[config.mk]
export PLATFORM = sky130hd
export DESIGN_NAME = window_3x3_assembler
export DESIGN_NICKNAME = d
export VERILOG_FILES = /design/src/rtl/canny_pkg.sv /design/src/rtl/pixel_pos_counter.sv /design/src/rtl/window_3x3_assembler.sv
export SDC_FILE = /design/constraint.sdc
export NUM_CORES = 1
export LEC_CHECK = 0
export ABC_AREA = 1
export CORE_MARGIN = 2
export CORE_UTILIZATION = 58
export CTS_CLUSTER_DIAMETER = 150
export CTS_CLUSTER_SIZE = 20
export DETAILED_ROUTE_END_ITERATION = 6
export PLACE_DENSITY = 0.9
export SLEW_MARGIN = 25
export SYNTH_ARGS = -nofsm -noshare
export SYNTH_HDL_FRONTEND = slang
export SYNTH_HIERARCHICAL = 1
export SYNTH_SLANG_ARGS = --single-unit
[constraint.sdc]
create_clock -name clk -period 4.6 [get_ports clk]
set_clock_uncertainty 0.2 [all_clocks]
set_input_delay 0.69 -clock clk [delete_from_list [all_inputs] [get_ports clk]]
set_output_delay 0.69 -clock clk [all_outputs]
set_load 0.02 [all_outputs]
[src/rtl/canny_pkg.sv]
// canny_pkg: shared frame geometry and 3x3 window slice indices for the Canny pipeline
package canny_pkg;
  localparam int IMG_W  = 514;
  localparam int IMG_H  = 480;
  localparam int DATA_W = 8;
  localparam int X_W    = $clog2(IMG_W);
  localparam int Y_W    = $clog2(IMG_H);
  localparam int WIN_TL = 0;
  localparam int WIN_TC = 1;
  localparam int WIN_TR = 2;
  localparam int WIN_ML = 3;
  localparam int WIN_MC = 4;
  localparam int WIN_MR = 5;
  localparam int WIN_BL = 6;
  localparam int WIN_BC = 7;
  localparam int WIN_BR = 8;
endpackage

[src/rtl/pixel_pos_counter.sv]
// pixel_pos_counter: coordinates of the last absorbed pixel, with sof restart, frame wrap and eof
module pixel_pos_counter #(
  parameter int IMG_W = canny_pkg::IMG_W,
  parameter int IMG_H = canny_pkg::IMG_H
) (
  input  logic                     clk,
  input  logic                     rst,
  input  logic                     en_i,
  input  logic                     sof_i,
  output logic [$clog2(IMG_W)-1:0] x_o,
  output logic [$clog2(IMG_H)-1:0] y_o,
  output logic                     eof_o
);
  localparam int X_W = $clog2(IMG_W);
  localparam int Y_W = $clog2(IMG_H);
  logic [X_W-1:0] x_q, x_d;
  logic [Y_W-1:0] y_q, y_d;
  logic started_q, eof_q, eof_d, restart, last_x, last_y;
  // until the first pixel is absorbed the held (0,0) is not a real pixel, so the next one is (0,0)
  always_comb begin
    restart = sof_i || !started_q;
    last_x  = x_q == X_W'(IMG_W - 1);
    last_y  = y_q == Y_W'(IMG_H - 1);
    x_d     = !en_i ? x_q : (restart || last_x) ? '0 : x_q + 1'b1;
    y_d     = (!en_i || (!restart && !last_x)) ? y_q : (restart || last_y) ? '0 : y_q + 1'b1;
    eof_d   = en_i && x_d == X_W'(IMG_W - 1) && y_d == Y_W'(IMG_H - 1);
  end
  always_ff @(posedge clk) begin
    if (rst) begin
      x_q       <= '0;
      y_q       <= '0;
      started_q <= 1'b0;
      eof_q     <= 1'b0;
    end else begin
      x_q       <= x_d;
      y_q       <= y_d;
      started_q <= started_q || en_i;
      eof_q     <= eof_d;
    end
  end
  assign x_o   = x_q;
  assign y_o   = y_q;
  assign eof_o = eof_q;
endmodule

[src/rtl/window_3x3_assembler.sv]
// window_3x3_assembler: shifts line-buffer column taps into a 3x3 window and flags in-image windows
module window_3x3_assembler #(
  parameter int IMG_W  = canny_pkg::IMG_W,
  parameter int IMG_H  = canny_pkg::IMG_H,
  parameter int DATA_W = canny_pkg::DATA_W
) (
  input  logic                     clk,
  input  logic                     rst,
  input  logic                     ld,
  input  logic                     sof,
  input  logic [DATA_W-1:0]        tap_top,
  input  logic [DATA_W-1:0]        tap_mid,
  input  logic [DATA_W-1:0]        tap_bot,
  output logic [9*DATA_W-1:0]      win,
  output logic                     win_valid,
  output logic [$clog2(IMG_W)-1:0] cx,
  output logic [$clog2(IMG_H)-1:0] cy,
  output logic                     eof
);
  localparam int X_W = $clog2(IMG_W);
  localparam int Y_W = $clog2(IMG_H);
  logic ld_q, sof_q, cap_q, pos_eof, in_img;
  logic [X_W-1:0] x;
  logic [Y_W-1:0] y;
  logic [8:0][DATA_W-1:0] win_q, win_d;
  pixel_pos_counter #(.IMG_W(IMG_W), .IMG_H(IMG_H)) u_pos (
    .clk   (clk),
    .rst   (rst),
    .en_i  (ld_q),
    .sof_i (sof_q),
    .x_o   (x),
    .y_o   (y),
    .eof_o (pos_eof)
  );
  // windows whose oldest column wraps from the previous line, or that reach above row 0, are masked
  assign in_img = cap_q && x >= X_W'(2) && y >= Y_W'(2);
  always_comb begin
    win_d[canny_pkg::WIN_TL] = win_q[canny_pkg::WIN_TC];
    win_d[canny_pkg::WIN_TC] = win_q[canny_pkg::WIN_TR];
    win_d[canny_pkg::WIN_TR] = tap_top;
    win_d[canny_pkg::WIN_ML] = win_q[canny_pkg::WIN_MC];
    win_d[canny_pkg::WIN_MC] = win_q[canny_pkg::WIN_MR];
    win_d[canny_pkg::WIN_MR] = tap_mid;
    win_d[canny_pkg::WIN_BL] = win_q[canny_pkg::WIN_BC];
    win_d[canny_pkg::WIN_BC] = win_q[canny_pkg::WIN_BR];
    win_d[canny_pkg::WIN_BR] = tap_bot;
  end
  always_ff @(posedge clk) begin
    if (rst) begin
      ld_q      <= 1'b0;
      sof_q     <= 1'b0;
      cap_q     <= 1'b0;
      win_q     <= '0;
      win       <= '0;
      win_valid <= 1'b0;
      cx        <= '0;
      cy        <= '0;
      eof       <= 1'b0;
    end else begin
      ld_q      <= ld;
      sof_q     <= sof;
      cap_q     <= ld_q;
      win_valid <= in_img;
      eof       <= pos_eof;
      if (ld_q) win_q <= win_d;
      if (cap_q) win <= win_q;
      if (in_img) begin
        cx <= x - 1'b1;
        cy <= y - 1'b1;
      end
    end
  end
endmodule

==> summary.txt <==
Vias per cell: 5.33
Hold Crit Depth: 2
Worst path cell trace: clkdlybuf4s50_1, clkinv_2, buf_4, o21ai_0, nor2_1
Synth Area in Adders: 0.0114
Crit share post-route: 0.611
CTS tree: done
Met3 GRT Util: 0.0776
CTS buffer count: 17
Ant diodes: 0
Asr flop ratio synth: 0
Router iterations before antenna repair: 5
CTS resizes: 0
Worst setup path class: in2reg
Max Fclk: 356 MHz
Layout area overhead: 24.0%
Top Ports: 121
Clk Latency, worst-skew pair: 430 ps
Final nets: 1191
Max incr delay on CP: 760 ps
Synth Area in Compound Gates: 0.109
Routed wire per std cell: 14.0 um
Placed insts: 1309
Peak VDD IR: 0.271 mV
Most frequent cell after synthesis: nor2_1
Largest family of logic cells by synthesized area: simple AND/OR/NAND/NOR gates
Rows: 41
Initial antenna violation count: 0
Detailed placement HPWL: 11900 um
Number of buffers inserted by hold repair at cts: 0
Total grt overflow: 0
Min-delay worst type: reg2reg
Die height: 119 um
Root Driver: clkbuf_16
Largest area contributor in the netlist: dfxtp_1
# Post-CTS Setup Buffers: 0
Total track usage: 0.272
Syn. warnings: 6
RSZ-0062 raised after global routing: false
Die area: 14100 um^2
Worst-Margin Slew: 763 ps
TNS Setup: 0 ps
CP Launch Point: rst
Status: complete, no violations
Max clock buf depth: 2
Horiz. Die Dim: 119 um
Xor and xnor fraction of the mapped netlist area: 0.00572
Setup violations, final: 0
Max FO, Critical Path: 65
Yosys top cell area share: 0.495
Min-delay src: u_pos/eof_o
Clk slew on worst S/H paths: 70 ps
DRT antenna net count: 0
Vias: 7138
Endpoint class of the critical path: flip-flop
FF+latch count, synth: 189
Post-Route WL: 18800 um
Non-filler cells in the finished layout: 1340
Post-Syn Instances: 1063
Seq/Total Area, Yosys: 0.495
Final Max Slew Viols: 0
Routing usage on met1: 0.374
Worst path required time: 4720 ps
Syn Nets: 1098
Post-synth cell types: 30
Commonest cells in the netlist: 362 x nor2_1, 189 x dfxtp_1, 155 x o21ai_0
Reg2reg end: cx[9]
Initial DRC Count: 785
Max Cap Viol: 0
CTS H-tree depth: 4
Critical path arrival: 2940 ps
Hold Path End: eof
Setup crit start kind: input port
Clock sink total: 189
Largest net degree at the start of global routing: 79
Final GP Congestion: 0.910
Setup WS pre-CTS: 1390 ps
Post-synth EDFFs: 0
Multiplexer area fraction after synthesis: 0
Final hold violation count: 0
DRC violations left: 0
Vias in the first global route: 6504
Mean post-synth cell area: 7.20 um^2
Crit Reg-Reg Startpoint: cap_q
Reg2reg path depth: 6
Hold_ws: 227 ps
Simple-Gate Fraction of Synth Area: 0.316
R2R Setup Slk: 1870 ps
First-pass GRT wire length: 31200 um
Layout cell share with drive strength beyond 1: 0.0779
Top_reg_cell synth: dfxtp_1
Period minus WS final: 2810 ps
Slew HR: 0.491
Slowest stage cell, crit path: clkdlybuf4s50_1
Top cells by area, synth: dfxtp_1 49%, nor2_1 18%, o21ai_0 10%
PD cells: 389 nW/um^2
Worst setup margin: 1790 ps
Initial Util: 0.599
Port Buffers: 120
Synth Cell Area: 7650 um^2
Met2 usage: 0.403
Leakage power figure: 4.24 nW
Core box area: 12800 um^2
Top Usage Layer GRT: met2
==> critical path, delay by kind of cell <==
kind	cells	cell delay, ps
buffers and inverters	3	1960
AO/OA/AOI/OAI	1	160
AND/OR/NAND/NOR	1	70
==> worst max-delay path by stage <==
stage / endpoint / cells past startpoint
after global routing: win_q[3] / 5
after CTS: win_q[2] / 5
after floorplan: u_pos/eof_o / 13
after detailed placement: win[2] / 5
after global placement: win[2] / 5
final: win_q[2] / 5
==> layer usage <==
layer	share of wire	up-vias
met1	0.44	3256
met2	0.44	299
met5	0	-
li1	-	3539
met3	0.087	44
met4	0.028	0
==> final cells by class <==
class                   instances  area (um^2)
clock inverters                11          156
fillers                       917         3290
well taps                     172          215
inverters                      61          233
clock buffers                  20          457
repair buffers                127         1250
flip-flops and latches        189         3790
multi-input cells             760         3380
==> kinds of logic (layout without fill, tap and decap cells) <==
logic type      after synthesis  count (layout)
simple gates                583             583
compound gates              165             165
buf+inv                     114             219
flops                       189             189
fa+ha+maj                     7               7
xor+xnor                      5               5
==> stage by stage <==
step / power, mW / cell area, um^2 / utilization
floorplan: 2.04 / 7650 / -
global placement: 2.18 / 8870 / 0.695
detailed placement: 2.19 / 8870 / 0.695
CTS: 3.70 / 9490 / 0.743
global route: 3.82 / 9490 / 0.743
finish: 3.69 / 9490 / 0.743
==> cells in the final DEF (no fill, tap or decap), drive strengths merged, types with 20 or more instances in the layout <==
cell and instances:
inv 63, clkdlybuf4s50 120, nand2 134, dfxtp 189, clkbuf 20, o21ai 156
nor2 391, nand3 47
==> flip-flops by register name, indices dropped and copies added (netlist names) <==
| register | cells |
|---|---|
| cap_q | 1 |
| cx | 10 |
| cy | 9 |
| eof | 1 |
| ld_q | 1 |
| sof_q | 1 |
| u_pos/eof_o | 1 |
| u_pos/started_q | 1 |
| u_pos/x_o | 10 |
| u_pos/y_o | 9 |
| win | 72 |
| win_d | 48 |
| win_q | 24 |
| win_valid | 1 |
==> where the power goes <==
group | internal, mW | switching [mW] | total [mW]
registers | 1.72 | 0.0610 | 1.78
clock network | 0.889 | 0.629 | 1.52
logic | 0.153 | 0.237 | 0.390
Note: power is estimated with default switching activity, not from simulation.
